### src/rtl/tag_decoder_pkg.sv
`default_nettype none
// ============================================================================
// Module  : tag_decoder_pkg
// Brief   : Shared constants, state encodings and helpers for the tag decoder.
// Revision: 1.0
// ============================================================================
package tag_decoder_pkg;

    localparam int CB_SIZE   = 64;
    localparam int CB_AW     = 6;
    localparam int CH_W      = 8;
    localparam int NUM_CH    = 3;
    localparam int PIX_W     = NUM_CH * CH_W;
    localparam int SAD_W     = 10;
    localparam int RAM_AW    = 18;

    // Codebook index is {y, x}; each field is three bits of the tag word.
    localparam int TAG_FW    = 3;
    localparam int TAG_X_LSB = 0;
    localparam int TAG_Y_LSB = 3;

    typedef logic [2:0] state_t;

    localparam state_t ST_IDLE    = 3'd0;
    localparam state_t ST_LOAD_CB = 3'd1;
    localparam state_t ST_DECODE  = 3'd2;
    localparam state_t ST_DRAIN   = 3'd3;
    localparam state_t ST_DONE    = 3'd4;

    function automatic logic [CH_W-1:0] abs_diff(input logic [CH_W-1:0] a,
                                                 input logic [CH_W-1:0] b);
        return (a >= b) ? (a - b) : (b - a);
    endfunction

endpackage
`default_nettype wire

### src/rtl/tag_decoder_pixel_sad.sv
`default_nettype none
// ============================================================================
// Module  : tag_decoder_pixel_sad
// Brief   : Combinational Manhattan distance between two RGB pixels.
// Revision: 1.0
// ============================================================================
module tag_decoder_pixel_sad
    import tag_decoder_pkg::*;
(
    input  logic [PIX_W-1:0] a_i,
    input  logic [PIX_W-1:0] b_i,
    output logic [SAD_W-1:0] sad_o
);

    logic [CH_W-1:0] diff [NUM_CH];

    for (genvar c = 0; c < NUM_CH; c++) begin : g_chan
        assign diff[c] = abs_diff(a_i[c*CH_W +: CH_W], b_i[c*CH_W +: CH_W]);
    end

    // 3 * 255 = 765 fits in the 10-bit result.
    assign sad_o = SAD_W'(diff[0]) + SAD_W'(diff[1]) + SAD_W'(diff[2]);

endmodule
`default_nettype wire

### src/rtl/tag_decoder.sv
`default_nettype none
// ============================================================================
// Module  : tag_decoder
// Brief   : Rebuilds the image from winner tags and codebook, accumulating SAD.
// Revision: 1.0
// ============================================================================
module tag_decoder
    import tag_decoder_pkg::*;
#(
    parameter int PIX_AW = 18,
    parameter int ERR_W  = PIX_AW + 10
) (
    input  logic                clk,
    input  logic                rst,
    input  logic                start,
    output logic                RAM_W_OE,
    output logic [RAM_AW-1:0]   RAM_W_A,
    input  logic [PIX_W-1:0]    RAM_W_Q,
    output logic                RAM_TAG_OE,
    output logic [RAM_AW-1:0]   RAM_TAG_A,
    input  logic [PIX_W-1:0]    RAM_TAG_Q,
    output logic                RAM_IF_OE,
    output logic [RAM_AW-1:0]   RAM_IF_A,
    input  logic [PIX_W-1:0]    RAM_IF_Q,
    output logic                RAM_OUT_WE,
    output logic [RAM_AW-1:0]   RAM_OUT_A,
    output logic [PIX_W-1:0]    RAM_OUT_D,
    output logic [ERR_W-1:0]    sad_total,
    output logic                busy,
    output logic                done
);

    localparam int NUM_PIX = 2 ** PIX_AW;
    localparam int CNT_W   = (PIX_AW > CB_AW) ? PIX_AW : CB_AW;
    localparam logic [CNT_W-1:0] CNT_CB_LAST  = CNT_W'(CB_SIZE - 1);
    localparam logic [CNT_W-1:0] CNT_PIX_LAST = CNT_W'(NUM_PIX - 1);

    state_t             state_q, state_d;
    logic [CNT_W-1:0]   cnt_q, cnt_d;
    logic               start_ok;

    logic               cb_wr_q;
    logic [CB_AW-1:0]   cb_idx_q;
    logic [PIX_W-1:0]   cb_q [CB_SIZE];

    logic               out_vld_q;
    logic [PIX_AW-1:0]  out_addr_q;
    logic [ERR_W-1:0]   sad_q;

    logic [CB_AW-1:0]   tag_idx;
    logic [PIX_W-1:0]   recon;
    logic [SAD_W-1:0]   pix_sad;
    logic               unused_tag_hi;

    assign start_ok = start && ((state_q == ST_IDLE) || (state_q == ST_DONE));

    always_ff @(posedge clk or negedge rst) begin
        if (!rst) begin
            state_q <= ST_IDLE;
            cnt_q   <= '0;
        end else begin
            state_q <= state_d;
            cnt_q   <= cnt_d;
        end
    end

    always_comb begin
        state_d = state_q;
        cnt_d   = cnt_q;
        case (state_q)
            ST_IDLE, ST_DONE: begin
                if (start) begin
                    state_d = ST_LOAD_CB;
                    cnt_d   = '0;
                end
            end
            ST_LOAD_CB: begin
                if (cnt_q == CNT_CB_LAST) begin
                    state_d = ST_DECODE;
                    cnt_d   = '0;
                end else begin
                    cnt_d   = cnt_q + CNT_W'(1);
                end
            end
            ST_DECODE: begin
                if (cnt_q == CNT_PIX_LAST) begin
                    state_d = ST_DRAIN;
                    cnt_d   = '0;
                end else begin
                    cnt_d   = cnt_q + CNT_W'(1);
                end
            end
            ST_DRAIN: begin
                state_d = ST_DONE;
            end
            default: begin
                state_d = ST_IDLE;
                cnt_d   = '0;
            end
        endcase
    end

    always_comb begin
        RAM_W_OE   = 1'b0;
        RAM_W_A    = '0;
        RAM_TAG_OE = 1'b0;
        RAM_TAG_A  = '0;
        RAM_IF_OE  = 1'b0;
        RAM_IF_A   = '0;
        busy       = 1'b0;
        done       = 1'b0;
        case (state_q)
            ST_LOAD_CB: begin
                busy     = 1'b1;
                RAM_W_OE = 1'b1;
                RAM_W_A  = RAM_AW'(cnt_q[CB_AW-1:0]);
            end
            ST_DECODE: begin
                busy       = 1'b1;
                RAM_TAG_OE = 1'b1;
                RAM_TAG_A  = RAM_AW'(cnt_q[PIX_AW-1:0]);
                RAM_IF_OE  = 1'b1;
                RAM_IF_A   = RAM_AW'(cnt_q[PIX_AW-1:0]);
            end
            ST_DRAIN: begin
                busy = 1'b1;
            end
            ST_DONE: begin
                done = 1'b1;
            end
            default: begin
                busy = 1'b0;
            end
        endcase
    end

    // RAM data returns one cycle after the address; these registers remember
    // which codebook slot / output pixel the returning word belongs to.
    always_ff @(posedge clk or negedge rst) begin
        if (!rst) begin
            cb_wr_q    <= 1'b0;
            cb_idx_q   <= '0;
            out_vld_q  <= 1'b0;
            out_addr_q <= '0;
            sad_q      <= '0;
            for (int i = 0; i < CB_SIZE; i++) begin
                cb_q[i] <= '0;
            end
        end else begin
            cb_wr_q    <= (state_q == ST_LOAD_CB);
            cb_idx_q   <= cnt_q[CB_AW-1:0];
            out_vld_q  <= (state_q == ST_DECODE);
            out_addr_q <= cnt_q[PIX_AW-1:0];
            if (cb_wr_q) begin
                cb_q[cb_idx_q] <= RAM_W_Q;
            end
            if (start_ok) begin
                sad_q <= '0;
            end else if (out_vld_q) begin
                sad_q <= sad_q + ERR_W'(pix_sad);
            end
        end
    end

    assign tag_idx       = {RAM_TAG_Q[TAG_Y_LSB +: TAG_FW], RAM_TAG_Q[TAG_X_LSB +: TAG_FW]};
    assign recon         = cb_q[tag_idx];
    assign unused_tag_hi = ^RAM_TAG_Q[PIX_W-1:CB_AW];

    tag_decoder_pixel_sad u_pixel_sad (
        .a_i   (recon),
        .b_i   (RAM_IF_Q),
        .sad_o (pix_sad)
    );

    assign RAM_OUT_WE = out_vld_q;
    assign RAM_OUT_A  = out_vld_q ? RAM_AW'(out_addr_q) : '0;
    assign RAM_OUT_D  = out_vld_q ? recon : '0;
    assign sad_total  = sad_q;

endmodule
`default_nettype wire

### config.mk
export PLATFORM = sky130hd
export DESIGN_NAME = tag_decoder
export DESIGN_NICKNAME = d
export VERILOG_FILES = /design/src/rtl/tag_decoder_pkg.sv /design/src/rtl/tag_decoder_pixel_sad.sv /design/src/rtl/tag_decoder.sv
export SDC_FILE = /design/constraint.sdc
export NUM_CORES = 2
export LEC_CHECK = 0
export BUFFER_PORTS_ARGS = -buffer_cell sky130_fd_sc_hd__buf_2
export CAP_MARGIN = 20
export CORE_MARGIN = 2
export CORE_UTILIZATION = 45
export CTS_CLUSTER_DIAMETER = 100
export DETAILED_ROUTE_END_ITERATION = 8
export MAX_ROUTING_LAYER = met4
export SYNTH_ARGS = -nofsm -noshare
export SYNTH_HDL_FRONTEND = slang
export SYNTH_SLANG_ARGS = --single-unit
### constraint.sdc
create_clock -name clk -period 13.5 [get_ports clk]
set_input_delay 2.7 -clock clk [delete_from_list [all_inputs] [get_ports clk]]
set_output_delay 2.7 -clock clk [all_outputs]
set_load 0.01 [all_outputs]
Word-level counts from Yosys, hierarchy flattened --
Cells that the tools add are included.
Storage, ports and cells: input port bits 75, bits in registers 1611, output and inout port bits 130, word-level logic and storage cells 135
Operators by class: add/subtract/negate cells 10, magnitude comparators 6, equality and inequality tests 9, muxes and demuxes 27, bitwise logic cells 3, reductions and logical operators 9
Operators with widths (number):
- bitwise mux 1536 bit | 1
- binary-select mux 24 bit (select 6 bit) | 1
- demux 24 bit (select 6 bit) | 1
- 2-to-1 mux 24 bit | 4
- 2-to-1 mux 18 bit | 5
- one-hot mux 18 bit (4 select lines) | 1
- 2-to-1 mux 28 bit | 2
- subtractor 8 bit | 6
- adder 28 x 10 -> 28 bit | 1
- >= comparator 8 bit | 3
- 2-to-1 mux 8 bit | 3
- adder 18 x 1 -> 18 bit (second input constant) | 1
- == test 18 bit (second input constant) | 1
- == test 18 x 6 -> 1 bit (second input constant) | 1
- >= comparator 7 bit (second input constant) | 2
- NOT 6 -> 7 bit | 2
- one-hot mux 3 bit (4 select lines) | 1
- adder 10 x 8 -> 10 bit | 1
- adder 8 x 8 -> 9 bit | 1
- 2-to-1 mux 3 bit | 3
- < comparator 7 x 1 -> 1 bit (second input constant) | 1
- == test 3 x 2 -> 1 bit (second input constant) | 2
- 2-to-1 mux 6 bit | 1
- != test 2 bit (second input constant) | 3
- 12 further kinds | 16

Depth between registers and ports, before layout --
depth in word-level cells 11, gate-level depth with buffers 40, depth with buffers taken out 35

By module --
From an unflattened synthesis, not the netlist that was laid out.
Second synthesis, totals: cells, all modules 5203, area total of the unflattened synthesis 76059.2 µm²
By module, submodules not included:
- tag_decoder | cells each 4892, area each 73615.6 µm², sequential area each 40163.5 µm², instances 1
- tag_decoder_pixel_sad | cells each 311, area each 2443.6 µm², sequential area each 0.0 µm², instances 1

Least setup slack after synthesis --
OpenSTA, ideal clock, no wires.
path type input port to flip-flop, from input port RAM_TAG_Q[1], to register sad_q[27], in the netlist sad_total[27], slack 3575 ps, stages 37, required time 13390 ps, buffers on the path 6, arrival time 9815 ps, setup time 110 ps, cell sequence buf_2 buf_2 buf_2 buf_1 mux4_2 a211oi_1 a311oi_1 a221oi_2 inv_1 ha_1 or2_2 a31oi_1 and2_1 clkbuf_1 mux2i_1 xnor2_1 ha_1 nor2b_1 o21ai_0 a21boi_0 o21ai_0 nor2b_1 xnor2_1 ha_1 nor2_1 nor2b_1 nor2_1 a21oi_1 xnor2_1 ha_1 a21oi_1 o21ai_0 or2_2 o221ai_1 clkbuf_1 o311ai_0 o41ai_1
Between the ends: cells in the longest elaborated chain, start to end 11, elaborated cells between the ends (all ways) 21, classes of those cells add/sub: 9; order compare: 3; mux: 8; bitwise: 1
Ends and longest elaborated chain:
- start: declaration | line tag_decoder.sv:21 | input logic [PIX_W-1:0] RAM_TAG_Q,
- NOT 6 -> 7 bit (not written as such) (*) | line tag_decoder.sv:166 | assign recon = cb_q[tag_idx];
- binary-select mux 24 bit (select 6 bit) (*) | line tag_decoder.sv:166
- 2-to-1 mux 24 bit (not written as such) (*) (2 in a row) | line tag_decoder.sv:166
- subtractor 8 bit or >= comparator 8 bit (tied branches) | line tag_decoder_pkg.sv:32 | return (a >= b) ? (a - b) : (b - a);
- 2-to-1 mux 8 bit | line tag_decoder_pkg.sv:32
- adder 8 x 8 -> 9 bit | line tag_decoder_pixel_sad.sv:22 | assign sad_o = SAD_W'(diff[0]) + SAD_W'(diff[1]) + SAD_W'(diff[2]);
- adder 10 x 8 -> 10 bit (*) | line tag_decoder_pixel_sad.sv:22
- adder 28 x 10 -> 28 bit (*) | line tag_decoder.sv:160 | sad_q <= sad_q + ERR_W'(pix_sad);
- 2-to-1 mux 28 bit (*) | line tag_decoder.sv:159 | end else if (out_vld_q) begin
- 2-to-1 mux 28 bit (*) | line tag_decoder.sv:157 | if (start_ok) begin
- end signal: assignment | line tag_decoder.sv:160
- end: declaration | line tag_decoder.sv:48 | logic [ERR_W-1:0] sad_q;
Every way passes the cells marked *; elsewhere a longest branch is shown, timed or not. The select of a mux whose other input is x is not followed. A chain may end at the register's enable or synchronous reset.

Worst setup path after layout --
from input port RAM_TAG_Q[0], to register sad_q[16], in the netlist sad_total[16]
The elaborated chain is that of the path after synthesis.

==> results.md <==
* Status: finished clean
* Top_reg_cell synth: dfrtp_1
* Core area at 169100 um2
* Post-Synthesis Cells at 5074
* Cell Pwr Density at 158.1 nW/um2
* Vias at 44010
* Hold Startpoint: cnt_q[17]
* CTS Root Cell: clkbuf_16
* Final HPWL DP at 122500 um
* Die X at 416.3 um
* Num CTS Buffers at 172
* Share of cells above drive strength 1 at 0.5167
* Register area share after synthesis at 0.5250
* Critical path class: in -> reg
* CTS Hold Bufs at 0
* Cell variety after synth at 74
* CP Max Fanout at 49
* RR Endpoint: sad_total[16]
* Cell row count at 151
* Minimum clock period at 10.83 ns
* Final hold vios at 0
* Via density at 5.910
* Period utilisation layout at 0.8023
* Io pins at 205
* Synth async-reset ratio at 1.000
* Post-synth EDFFs at 0
* Hold path endpoint: out_addr_q[17]
* Top cells by area, synth: dfrtp_1 53%, mux2_2 23%, mux4_2 13%, clkbuf_1 1.5%, ha_1 1.2%
* Largest net degree at the start of global routing at 179
* DIE AREA at 173300 um2
* Critical path's largest stage delay at 0.57 ns
* Leak at 38.13 nW
* Most common cell in the netlist: dfrtp_1
* RSZ-0062 raised after global routing: no
* # nets final at 5234
* Non-filler cells in the finished layout at 7448
* DP Cell Count at 7101
* Final wirelength at 205600 um
* Port bufs at 174
* Total chip power at 13.57 mW
* Clock sinks at 1605
* Worst vdd rail ir drop at 192.0 uV
* Worst Hold Class: reg -> reg
* WHS Path Cells at 0
* CP Buf/Inv Count at 4
* Yosys warns at 0
* First-pass GRT wire length at 307900 um
* R2r setup slk at 5.05 ns
* CP dominant cell by count: ha_1
* DR WL/cell at 27.60 um
* Max Freq at 92.32 MHz
* Synthesis-stage register bit count at 1605
* All-layer global routing usage at 0.2467
* Crit path required time at 14.21 ns
* Vias in the first global route at 45480
* Post-CTS sizing at 0
* DRT antenna net count at 0
* Fin Setup TNS at 0 ns
* Slowest CP cell: mux4_2
* RePlAce Congestion at 0.8432
* DIE HEIGHT at 416.3 um
* TritonCTS clock tree: yes
* Grt ovf at 0
* CP endpoint kind: flop
* Initial Util at 0.4524
* Syn-to-layout area delta at 12.21%
* CP startpoint kind: input pin
* Final setup viols at 0
* Number of setup buffers added after CTS at 0
* Synth area leader: dfrtp_1
* H-tree levels at 4
* Initial antenna violation count at 11
* Measured slew at the worst slew-check pin at 1.238 ns
* Routing usage on met1 at 0.3410
* Share of the synthesized area in the top cell type at 0.5250
* Syn avg cell area at 15.08 um2
* Reg-to-Reg Start: cb_q[6]
* Clock Latency Late Sink at 0.82 ns
* Global Route met2 Usage at 0.3886
* TritonRoute pass-1 iters at 5
* Clock skew at 0.02472 ns
* Worst Reg-to-Reg Cells at 29
* Max Slew Vio Count at 0
* Drt drc at 0
* Crit-path leading delay family: compound AO/OA/AOI/OAI gates
* Slew margin rel. at 0.1745
* Max-cap viol count at 0
* Top Usage Layer GRT: met2
* Clock Path Buffers at 3
* Post-synth top cells: 1605 x dfrtp_1, 1563 x mux2_2, 458 x mux4_2, 314 x clkbuf_1, 115 x nand2_1
* Post-Synthesis Cell Area at 76500 um2
* Drt initial violations at 3209
* Met3 GRT Util at 0.03353
* Worst path arrival time at 11.54 ns
* Clock slew at reported path FFs at 0.06 ns
[layout by cell type (no fill, tap or decap), drive strengths merged, types with 10 or more instances in the layout]
master     n
and3      13
nand2b    13
mux2    1566
and2      67
dfrtp   1605
a22oi     13
mux2i     39
a211oi    11
clkinv    50
nor2      93
o21ai     62
buf      309
a311oi    10
inv       89
a21o      14
nor2b     28
clkbuf   247
xnor2     29
ha        73
nand2    115
nand3     40
a21oi     52
nand4     12
or3       11
xor2      14
mux4     458
nor3      23
conb      12
bufinv    18
a31oi     13
[through the flow]
| stage | area (um2) | hold WS (ns) | util | setup WS [ns] |
|---|---|---|---|---|
| after global placement | 79410 | 0.4650 | 0.4696 | 1.672 |
| after floorplan | 76540 | 0.4161 | - | 3.575 |
| final | 85830 | 0.4808 | 0.5076 | 2.669 |
| after detailed placement | 79450 | 0.4672 | 0.4698 | 1.663 |
| after CTS | 85420 | 0.4806 | 0.5051 | 2.511 |
| after global routing | 85820 | 0.5004 | 0.5076 | 1.954 |
[cell families (layout without fill, tap and decap cells)]
| kind of cell | count (synthesis) | after routing | synth area share |
|---|---|---|---|
| DFF | 1605 | 1605 | 0.5250 |
| AOI/OAI and AO/OA | 250 | 250 | 0.02213 |
| buffers and inverters | 577 | 716 | 0.03306 |
| adders and majority gates | 82 | 82 | 0.01430 |
| and+or+nand+nor | 453 | 453 | 0.03003 |
| other | 1 | 18 | 0.00004902 |
| muxes | 2063 | 2063 | 0.3705 |
| xor gates and xnor gates | 43 | 43 | 0.004923 |
[power breakdown]
part	switching, mW	leakage, nW	total, mW	internal, mW
Clock	2.02	2.95	4.95	2.94
Sequential	0.285	20.4	5.58	5.29
Combinational	1.55	14.8	3.04	1.49
Total	3.85	38.1	13.6	9.72
[per-layer routing]
layer / share of wire / wire length [um] / up-vias
li1: - / - / 18750
met1: 0.45 / 93250 / 24010
met2: 0.48 / 99320 / 976
met3: 0.042 / 8587 / 282
met4: 0.021 / 4389 / 0
met5: 0 / 0 / -
[area by class of cell]
class	count	area (um2)
tap	2218	2775
fill	14100	83260
multi-input combinational	2903	34170
timing repair buffer	309	2414
sequential	1605	40160
clock inverter	74	958.4
antenna	6	15.01
inverter	86	322.8
clock buffer	247	5011
[worst max-delay path by stage]
stage                 startpoint       endpoint  slack (ns)  depth (start not counted)
CTS                 RAM_TAG_Q[0]  sad_total[21]        2.51                         36
detailed placement  RAM_TAG_Q[0]  sad_total[25]        1.66                         34
finish              RAM_TAG_Q[0]  sad_total[16]        2.67                         33
floorplan           RAM_TAG_Q[1]  sad_total[27]        3.57                         37
global placement    RAM_TAG_Q[1]  sad_total[19]        1.67                         34
global route        RAM_TAG_Q[0]  sad_total[16]        1.95                         30
[sequential cells by signal, indices dropped and copies added, names as in the netlist]
register	flops
RAM_OUT_WE	1
cb_q	1536
cb_wr_q	1
cnt_q	18
out_addr_q	18
sad_total	28
state_q	3
(Power assumes the default switching activity.)
